**src/rtl/rab_pkg.sv**
```systemverilog
// Shared definitions for the register-access-bus arbiter: bus widths,
// FSM state encoding and the request-kind encoding held in each pending slot.
package rab_pkg;

    localparam int RAB_AW = 9;
    localparam int RAB_DW = 8;

    typedef enum logic {
        ST_IDLE = 1'b0,
        ST_WAIT = 1'b1
    } rab_state_e;

    localparam logic KIND_WR = 1'b1;
    localparam logic KIND_RD = 1'b0;

endpackage

```
**src/rtl/rab_req_slot.sv**
```systemverilog
// One-deep pending slot for a single requester. A strobe is only accepted
// into an empty slot; a strobe that finds the slot occupied (even if it is
// being cleared in the same cycle) is dropped and reported with a one-cycle
// drop pulse. A simultaneous write+read keeps the write and reports the read.
module rab_req_slot
    import rab_pkg::*;
(
    input  logic              clk_i,
    input  logic              rstn_i,
    input  logic              wr_i,
    input  logic              rd_i,
    input  logic [RAB_AW-1:0] addr_i,
    input  logic [RAB_DW-1:0] wdata_i,
    input  logic              clr_i,
    output logic              pend_o,
    output logic              kind_o,
    output logic [RAB_AW-1:0] addr_o,
    output logic [RAB_DW-1:0] wdata_o,
    output logic              drop_o
);

    logic              pend_q, pend_d;
    logic              kind_q, kind_d;
    logic              drop_q, drop_d;
    logic [RAB_AW-1:0] addr_q, addr_d;
    logic [RAB_DW-1:0] wdata_q, wdata_d;

    // Next-state: capture into an empty slot, otherwise flag the strobe as dropped.
    always_comb begin
        pend_d  = pend_q;
        kind_d  = kind_q;
        addr_d  = addr_q;
        wdata_d = wdata_q;
        drop_d  = 1'b0;
        if (pend_q) begin
            if (clr_i) begin
                pend_d = 1'b0;
            end
            if (wr_i || rd_i) begin
                drop_d = 1'b1;
            end
        end else if (wr_i || rd_i) begin
            pend_d  = 1'b1;
            kind_d  = wr_i ? KIND_WR : KIND_RD;
            addr_d  = addr_i;
            wdata_d = wdata_i;
            drop_d  = wr_i && rd_i;
        end
    end

    // Control state: occupancy, kind and drop pulse, cleared by reset.
    always_ff @(posedge clk_i) begin
        if (!rstn_i) begin
            pend_q <= 1'b0;
            kind_q <= KIND_RD;
            drop_q <= 1'b0;
        end else begin
            pend_q <= pend_d;
            kind_q <= kind_d;
            drop_q <= drop_d;
        end
    end

    // Payload registers; only meaningful while the slot is pending.
    always_ff @(posedge clk_i) begin
        addr_q  <= addr_d;
        wdata_q <= wdata_d;
    end

    assign pend_o  = pend_q;
    assign kind_o  = kind_q;
    assign addr_o  = addr_q;
    assign wdata_o = wdata_q;
    assign drop_o  = drop_q;

endmodule

```
**src/rtl/rab_arbiter.sv**
```systemverilog
// Two-port arbiter for the register-access bus. Port 0 is the I2C slave
// bridge, port 1 the MCU/SPI host. Each port owns a one-deep pending slot;
// an IDLE/WAIT FSM picks a winner (round-robin or port-0 priority), issues a
// one-cycle RAB strobe, waits for rab_ack or a timeout, and returns the
// completion (ack, read data, timeout error) to the owning port.
module rab_arbiter
    import rab_pkg::*;
#(
    parameter bit                 RR_EN         = 1'b1,
    parameter int unsigned        TIMEOUT_CYC   = 255,
    parameter logic [RAB_DW-1:0]  TIMEOUT_RDATA = 8'hFF
) (
    input  logic              sys_clk,
    input  logic              io_resetb,
    input  logic              req0_write,
    input  logic              req0_read,
    input  logic [RAB_AW-1:0] req0_addr,
    input  logic [RAB_DW-1:0] req0_wdata,
    output logic              req0_busy,
    output logic              req0_ack,
    output logic [RAB_DW-1:0] req0_rdata,
    output logic              req0_err,
    input  logic              req1_write,
    input  logic              req1_read,
    input  logic [RAB_AW-1:0] req1_addr,
    input  logic [RAB_DW-1:0] req1_wdata,
    output logic              req1_busy,
    output logic              req1_ack,
    output logic [RAB_DW-1:0] req1_rdata,
    output logic              req1_err,
    output logic              rab_write,
    output logic              rab_read,
    output logic [RAB_AW-1:0] rab_addr,
    output logic [RAB_DW-1:0] rab_wdata,
    input  logic              rab_ack,
    input  logic [RAB_DW-1:0] rab_rdata,
    output logic              grant_id
);

    localparam logic [7:0] TO_LIM = 8'(TIMEOUT_CYC);

    logic [1:0]             slot_pend;
    logic [1:0]             slot_kind;
    logic [1:0]             slot_drop;
    logic [1:0]             slot_clr;
    logic [1:0][RAB_AW-1:0] slot_addr;
    logic [1:0][RAB_DW-1:0] slot_wdata;

    rab_state_e             state_q, state_d;
    logic                   rr_last_q, rr_last_d;
    logic                   grant_q, grant_d;
    logic [7:0]             cnt_q, cnt_d;
    logic                   rab_wr_q, rab_wr_d;
    logic                   rab_rd_q, rab_rd_d;
    logic [RAB_AW-1:0]      rab_addr_q, rab_addr_d;
    logic [RAB_DW-1:0]      rab_wdata_q, rab_wdata_d;
    logic [1:0]             ack_q, ack_d;
    logic [1:0]             terr_q, terr_d;
    logic [1:0][RAB_DW-1:0] rdata_q, rdata_d;

    logic                   win;
    logic                   done;
    logic                   tmo;
    logic [7:0]             cnt_inc;

    rab_req_slot u_slot0 (
        .clk_i   (sys_clk),
        .rstn_i  (io_resetb),
        .wr_i    (req0_write),
        .rd_i    (req0_read),
        .addr_i  (req0_addr),
        .wdata_i (req0_wdata),
        .clr_i   (slot_clr[0]),
        .pend_o  (slot_pend[0]),
        .kind_o  (slot_kind[0]),
        .addr_o  (slot_addr[0]),
        .wdata_o (slot_wdata[0]),
        .drop_o  (slot_drop[0])
    );

    rab_req_slot u_slot1 (
        .clk_i   (sys_clk),
        .rstn_i  (io_resetb),
        .wr_i    (req1_write),
        .rd_i    (req1_read),
        .addr_i  (req1_addr),
        .wdata_i (req1_wdata),
        .clr_i   (slot_clr[1]),
        .pend_o  (slot_pend[1]),
        .kind_o  (slot_kind[1]),
        .addr_o  (slot_addr[1]),
        .wdata_o (slot_wdata[1]),
        .drop_o  (slot_drop[1])
    );

    // FSM next-state: grant from IDLE, then complete on rab_ack or timeout in WAIT.
    always_comb begin
        state_d     = state_q;
        rr_last_d   = rr_last_q;
        grant_d     = grant_q;
        cnt_d       = cnt_q;
        rab_wr_d    = 1'b0;
        rab_rd_d    = 1'b0;
        rab_addr_d  = rab_addr_q;
        rab_wdata_d = rab_wdata_q;
        ack_d       = 2'b00;
        terr_d      = 2'b00;
        rdata_d     = rdata_q;
        slot_clr    = 2'b00;
        win         = 1'b0;
        done        = 1'b0;
        tmo         = 1'b0;
        cnt_inc     = cnt_q + 8'd1;
        case (state_q)
            ST_IDLE: begin
                if (|slot_pend) begin
                    // With both pending, round-robin favours the port not served last.
                    if (&slot_pend) begin
                        win = RR_EN ? ~rr_last_q : 1'b0;
                    end else begin
                        win = slot_pend[1];
                    end
                    grant_d     = win;
                    rr_last_d   = win;
                    cnt_d       = 8'd0;
                    rab_wr_d    = (slot_kind[win] == KIND_WR);
                    rab_rd_d    = (slot_kind[win] == KIND_RD);
                    rab_addr_d  = slot_addr[win];
                    rab_wdata_d = slot_wdata[win];
                    state_d     = ST_WAIT;
                end
            end
            ST_WAIT: begin
                // An ack in the limit cycle takes precedence over the timeout.
                if (rab_ack) begin
                    done = 1'b1;
                end else if (cnt_inc == TO_LIM) begin
                    done = 1'b1;
                    tmo  = 1'b1;
                end
                cnt_d = cnt_inc;
                if (done) begin
                    state_d           = ST_IDLE;
                    slot_clr[grant_q] = 1'b1;
                    ack_d[grant_q]    = 1'b1;
                    terr_d[grant_q]   = tmo;
                    if (slot_kind[grant_q] == KIND_RD) begin
                        rdata_d[grant_q] = tmo ? TIMEOUT_RDATA : rab_rdata;
                    end
                end
            end
            default: state_d = ST_IDLE;
        endcase
    end

    // FSM and output registers; reset aborts any transaction without a completion.
    always_ff @(posedge sys_clk) begin
        if (!io_resetb) begin
            state_q     <= ST_IDLE;
            rr_last_q   <= 1'b1;
            grant_q     <= 1'b0;
            cnt_q       <= 8'd0;
            rab_wr_q    <= 1'b0;
            rab_rd_q    <= 1'b0;
            rab_addr_q  <= '0;
            rab_wdata_q <= '0;
            ack_q       <= 2'b00;
            terr_q      <= 2'b00;
            rdata_q     <= '0;
        end else begin
            state_q     <= state_d;
            rr_last_q   <= rr_last_d;
            grant_q     <= grant_d;
            cnt_q       <= cnt_d;
            rab_wr_q    <= rab_wr_d;
            rab_rd_q    <= rab_rd_d;
            rab_addr_q  <= rab_addr_d;
            rab_wdata_q <= rab_wdata_d;
            ack_q       <= ack_d;
            terr_q      <= terr_d;
            rdata_q     <= rdata_d;
        end
    end

    assign req0_busy  = slot_pend[0];
    assign req1_busy  = slot_pend[1];
    assign req0_ack   = ack_q[0];
    assign req1_ack   = ack_q[1];
    assign req0_err   = slot_drop[0] | terr_q[0];
    assign req1_err   = slot_drop[1] | terr_q[1];
    assign req0_rdata = rdata_q[0];
    assign req1_rdata = rdata_q[1];
    assign rab_write  = rab_wr_q;
    assign rab_read   = rab_rd_q;
    assign rab_addr   = rab_addr_q;
    assign rab_wdata  = rab_wdata_q;
    assign grant_id   = grant_q;

endmodule

```
**config.mk**
```make
export PLATFORM = sky130hd
export DESIGN_NAME = rab_arbiter
export DESIGN_NICKNAME = d
export VERILOG_FILES = /design/src/rtl/rab_pkg.sv /design/src/rtl/rab_req_slot.sv /design/src/rtl/rab_arbiter.sv
export SDC_FILE = /design/constraint.sdc
export NUM_CORES = 1
export LEC_CHECK = 0
export CAP_MARGIN = 20
export CORE_MARGIN = 10
export CORE_UTILIZATION = 40
export DETAILED_ROUTE_END_ITERATION = 16
export GPL_TIMING_DRIVEN = 0
export PLACE_DENSITY = 0.76
export SKIP_CTS_REPAIR_TIMING = 1
export SYNTH_ARGS = -nofsm -noshare
export SYNTH_HDL_FRONTEND = slang
export SYNTH_HIERARCHICAL = 1
export SYNTH_SLANG_ARGS = --single-unit
```
**constraint.sdc**
```tcl
create_clock -name sys_clk -period 3.4 [get_ports sys_clk]
set_clock_uncertainty 0.1 [all_clocks]
set_input_delay 0.51 -clock sys_clk [delete_from_list [all_inputs] [get_ports sys_clk]]
set_output_delay 0.51 -clock sys_clk [all_outputs]
set_load 0.01 [all_outputs]
```
== Yosys cells after proc, flatten, opt, wreduce, memory -nomap -nowiden ==
Index checks and enable logic that the tools add are counted.

* Memories kept: 0
* Logic and storage cells: 93
* Bits in writable memories: 0
* ROM bits: 0
* Input bits: 49
* Latch bits: 0
* Output and inout bits: 42
* Bits in registers: 90

* Shift-type cells: 0
* Eq/ne operators: 2
* Mux-type cells: 41
* $lt $le $gt $ge: 3
* $add $sub $neg: 1
* Bitwise operators: 11
* Multiply operators: 0
* Reductions and logical operators: 13
* Divide/modulo/power cells: 0

{| class="wikitable"
|+ Operators with widths
! operator !! count
|-
| $mux W8 || 5
|-
| $mux W1 || 27
|-
| $mux W9 || 2
|-
| $bwmux W16 || 1
|-
| $pmux W8 S2 || 1
|-
| $add A8 B1 Y8 const B || 1
|-
| $demux W8 S1 || 1
|-
| $eq A8 B8 Y1 const B || 1
|-
| $not A1 Y1 || 8
|-
| $reduce_and A2 Y1 || 4
|-
| $reduce_and A3 Y1 || 2
|-
| $lt A1 B2 Y1 const B || 2
|-
| $mux W2 || 2
|-
| $logic_and A1 B1 Y1 || 3
|-
| $reduce_or A3 Y1 || 1
|-
| $and A2 B2 Y2 || 1
|-
| $logic_or A1 B1 Y1 || 2
|-
| $ne A2 B2 Y1 const B || 1
|-
| $or A1 B1 Y1 || 2
|-
| $pmux W1 S2 || 1
|-
| $reduce_or A2 Y1 || 1
|-
| $demux W1 S1 || 1
|-
| $ge A1 B1 Y1 const B || 1
|}

== Depth between registers and ports, before layout ==
* Depth after elaboration: 9
* Gate-level depth with buffers: 7
* Mapped depth without buffers: 7

== Modules after synthesis ==
The synthesis kept the hierarchy.

{| class="wikitable"
|+ Modules (own cells, without submodules)
! module !! seq. area each (um2) !! times used !! area an instance (um2) !! cells an instance
|-
| rab_arbiter || 1001.0 || 1 || 2210.9 || 235
|-
| rab_req_slot || 570.5 || 2 || 630.6 || 31
|}

== Worst setup path before layout ==
OpenSTA, ideal clock, no wires.

* Kind: register to register
* Start point: register cnt_q[0]
* End point: register u_slot1.pend_q, in the netlist u_slot1/pend_o
* Cell stages (with the launch flop): 8
* Path buffers: 0
* Slack: 1.593 ns
* Arrival: 1.647 ns
* Setup time: 0.060 ns
* Period minus slack after synthesis: 1.807 ns
* Required time: 3.240 ns
* Cell sequence: dfxtp_1 ha_1 nand3_1 o21a_1 o211ai_1 nor2_1 nand2_1 o311a_1

* Word-level cells in the longest chain between the ends: 9

{| class="wikitable"
|+ RTL lines
! item !! line !! text
|-
| from (decl) || rab_arbiter.sv:52 || <nowiki>logic [7:0] cnt_q, cnt_d;</nowiki>
|-
| from (signal assigned) || rab_arbiter.sv:174 || <nowiki>cnt_q <= cnt_d;</nowiki>
|-
| $add A8 B1 Y8 || rab_arbiter.sv:113 || <nowiki>cnt_inc = cnt_q + 8'd1;</nowiki>
|-
| $eq A8 B8 Y1 || rab_arbiter.sv:137 || <nowiki>end else if (cnt_inc == TO_LIM) begin</nowiki>
|-
| $mux W1 || rab_arbiter.sv:137 ||
|-
| $mux W1 || rab_arbiter.sv:135 || <nowiki>if (rab_ack) begin</nowiki>
|-
| $mux W1 || rab_arbiter.sv:114 || <nowiki>case (state_q)</nowiki>
|-
| $mux W2 || rab_arbiter.sv:142 || <nowiki>if (done) begin</nowiki>
|-
| $mux W2 || - ||
|-
| $mux W1 || rab_req_slot.sv:36 || <nowiki>if (clr_i) begin</nowiki>
|-
| $mux W1 || rab_req_slot.sv:35 || <nowiki>if (pend_q) begin</nowiki>
|-
| to (signal assigned) || rab_req_slot.sv:58 || <nowiki>pend_q <= pend_d;</nowiki>
|-
| to (decl) || rab_req_slot.sv:22 || <nowiki>logic pend_q, pend_d;</nowiki>
|}

No other way between the ends. The select of a mux whose other input is x is not followed.
A chain may end at the register's enable or synchronous reset.

== Worst setup path after layout ==
* Start point: register u_slot0.pend_q, in the netlist u_slot0/pend_o
* End point: output port req0_busy

{| class="wikitable"
|+ RTL lines
! item !! line !! text
|-
| from (decl) || rab_req_slot.sv:22 ||
|-
| from (signal assigned) || rab_req_slot.sv:58 ||
|-
| to (decl) || rab_arbiter.sv:19 || <nowiki>output logic req0_busy,</nowiki>
|}

No word-level cell between the ends.

==> run summary <==
Max-cap viol count - 0
Residual DRC count - 0
Die Y - 113 um
Core box area - 8340 um2
Simple-gate share of the synthesized area - 11.5%
Largest family of logic cells by synthesized area - compound AO/OA/AOI/OAI gates
TritonCTS Sinks - 90
CTS max path bufs - 2
CP max stage delay - 0.62 ns
Syn_area_per_cell - 11.7 um2
Initial Util - 41.6%
R2R depth - 5
Crit Path Max Fanout - 13
Pre-Repair DR Iteration Count - 4
Stages on worst setup path - 1
Yosys reg bits - 90
Detailed Route WL - 8620 um
Cell leakage power - 0.00166 uW
Dpl hpwl - 6510 um
Syn nets - 348
Vias - 2653
Final setup fails - 0
CP endpoint kind - output pin
Wirelength per Cell - 16.9 um
Initial antenna violation count - 0
I/O Buffers - 90
Tcrit/Tclk final - 63.5%
Ys async rst share - 0%
Post-synthesis mux area share - 6.41%
HP Class - reg -> reg
Antenna viol nets, final - 0
Number of synthesized flops with an enable pin - 34
Final Net Count - 450
Setup WS pre-CTS - 0.967 ns
Area share of fa/ha/maj cells after synthesis - 0.721%
Reg-to-reg endpoint - rab_addr[2]$_SDFFE_PN0P_
Synth unique cells - 42
Synth area leaders - dfxtp_1, edfxtp_1, mux2i_1, a221oi_1, nor2_1
Rel. slew slack - 36.4%
Root Buffer - clkbuf_8
# diodes - 0
Synth warnings - 6
Max-slew violations - 0
Ports - 91
Overflow after GRT - 0
Clk_lat worst skew - 0.36 ns
Share of cells above drive strength 1 - 7.92%
Outcome - finished clean
Clock transition at path regs - 0.09 ns
Die X - 113 um
Crit path max-delay family - buffers and inverters
Vias in the first global route - 2933
First-pass GRT wire length - 14500 um
Crit. Startpoint - u_slot0/pend_o$_SDFF_PN0_
Syn Inst Count - 297
Peak supply drop - 0.353 mV
FP Rows - 33
Post-synthesis compound-gate area fraction - 15.1%
Slew at the pin closest to its max-slew limit - 0.952 ns
Xor/xnor share of the synthesized area - 0.505%
Worst Path Arrival - 1.55 ns
Area of placed instances - 4510 um2
WP buf/inv - 1
Post-synthesis sequential area ratio - 61.7%
Die area - 12800 um2
Final setup margin - 1.24 ns
CTS tree - yes
Tot GR Track Use - 13.7%
Design Area, Final - 4700 um2
Worst setup path endpoint - req0_busy
Crit path max-delay cell type - clkdlybuf4s50_1
Vias/cell - 5.21
Post-synth top area share - 32.3%
Largest net degree at the start of global routing - 18
Worst R2R Setup Slack - 1.24 ns
RR Startpoint - u_slot0/pend_o$_SDFF_PN0_
Area growth from synthesis to layout - 35.3%
Worst Path Class, Setup - reg -> out
Fin Hold WS - 0.374 ns
H-Tree Level Count - 3
CP Data Required Time - 2.79 ns
Worst-path cell chain - clkdlybuf4s50_1
PwrDens - 471 nW/um2
Largest area contributor in the netlist - dfxtp_1
1st-iter DRT viols - 126
Gpl congestion - 0.829
FMAX - 463 MHz
Cts bufs inserted - 9
CP startpoint kind - register
RSZ-0062 raised after global routing - false
Synth Cell Area - 3470 um2
Fin Setup TNS - 0 ns
Fin crit period - 2.16 ns
Final Hold Fails - 0
Dominant synthesized flop cell - dfxtp_1
cell usage after synthesis, types with 2 or more instances:
cell type  instances
o2111ai_4          2
or2_2              2
o21ai_1            4
mux2i_1           20
a211oi_1          17
nor3_1             5
nand4_1            3
and3_1             4
a21oi_1            7
ha_1               2
inv_1             19
nor2_2             2
a31oi_1            2
or3_1              2
a221oi_1          16
buf_2              2
xor2_1             2
dfxtp_1           56
nand3b_1           4
nand2_1           12
nand3_1            3
nor2_1            37
o311a_1            2
buf_4              2
clkbuf_1           8
edfxtp_1          34
and2_1             2
nor2b_1            3
o21ai_0            6
nor4_1             3
a21boi_1           3
worst min-delay path, stage by stage (launching register included):
cell	delay [ns]
dfxtp_1	0.32
inv_1	0.05
a221oi_1	0.06
logic make-up (layout without fill, tap and decap cells):
group,count (synthesis),after routing
xor+xnor,2,2
compound gates,65,65
flops,90,90
fa+ha+maj,2,2
buf+inv,33,140
simple gates,84,84
mux,21,21
worst min path at each step:
stage                     slack (ns)                           to  depth (start not counted)                         from
final                           0.37   req0_rdata[3]$_SDFFE_PN0P_                          2   req0_rdata[3]$_SDFFE_PN0P_
after global routing            0.39   req0_rdata[3]$_SDFFE_PN0P_                          2   req0_rdata[3]$_SDFFE_PN0P_
after CTS                       0.38   req0_rdata[3]$_SDFFE_PN0P_                          2   req0_rdata[3]$_SDFFE_PN0P_
after detailed placement        0.37   req0_rdata[3]$_SDFFE_PN0P_                          2   req0_rdata[3]$_SDFFE_PN0P_
after global placement          0.36   req0_rdata[4]$_SDFFE_PN0P_                          2   req0_rdata[4]$_SDFFE_PN0P_
after floorplan                 0.35  u_slot0/kind_o$_SDFFE_PN0P_                          2  u_slot0/kind_o$_SDFFE_PN0P_
cell usage in the layout (no fill, tap or decap), drive strengths merged, types with 2 or more instances in the layout:
cell / synthesis / routed
nor2b: 3 / 3
nand3b: 4 / 4
a211oi: 17 / 17
a21boi: 3 / 3
a31oi: 2 / 2
nand3: 3 / 3
or3: 2 / 2
a21oi: 7 / 7
o2111ai: 3 / 3
a221oi: 16 / 16
o311a: 2 / 2
dfxtp: 56 / 56
edfxtp: 34 / 34
clkinvlp: 0 / 2
clkdlybuf4s50: 0 / 90
or2: 3 / 3
mux2i: 21 / 21
and2: 2 / 2
clkbuf: 8 / 17
xor2: 2 / 2
ha: 2 / 2
nand4: 3 / 3
nor3: 5 / 5
and3: 4 / 4
o21ai: 10 / 10
nor2: 39 / 39
nor4: 3 / 3
nand2: 12 / 12
buf: 5 / 6
inv: 20 / 24
cell type report:
type                    instances  area (um2)
plain buffers                  13        66.3
clock buffers                   9         124
clock inverters                 7        60.1
fillers                       717        3640
inverters                      20        75.1
multi-input cells             174        1190
flip-flops and latches         90        2140
well taps                     105         131
repair buffers                 91         908
layer usage:
layer	GRT usage, %	vias to the layer above	wire (um)
met5	0	-	0
li1	-	1295	-
met3	6.66	12	771
met4	4.06	0	124
met1	14.7	1257	3600
met2	23.3	89	4120
flip-flops by register name, indices dropped and copies added (netlist names):
signal / count
req1_rdata: 8
u_slot1/drop_o: 1
u_slot1/pend_o: 1
u_slot1/kind_o: 1
ack_q: 2
rab_addr: 9
rr_last_q: 1
req0_rdata: 8
u_slot1/addr_o: 9
rab_read: 1
u_slot0/addr_o: 9
u_slot1/wdata_o: 8
rab_write: 1
terr_q: 2
u_slot0/kind_o: 1
u_slot0/drop_o: 1
u_slot0/wdata_o: 8
cnt_q: 8
state_q: 1
u_slot0/pend_o: 1
grant_id: 1
rab_wdata: 8
where the power goes:
part / internal (uW) / switching, uW
Sequential: 1190 / 34.1
Combinational: 158 / 150
Clock: 279 / 404
metrics by stage:
step,std cells,power (uW),util (%)
after floorplan,297,1380,-
after global placement,492,1550,54.0
after detailed placement,493,1560,54.1
after CTS,509,2240,56.3
after global routing,509,2310,56.3
final,509,2210,56.3
Note: power is estimated with default switching activity, not from simulation.
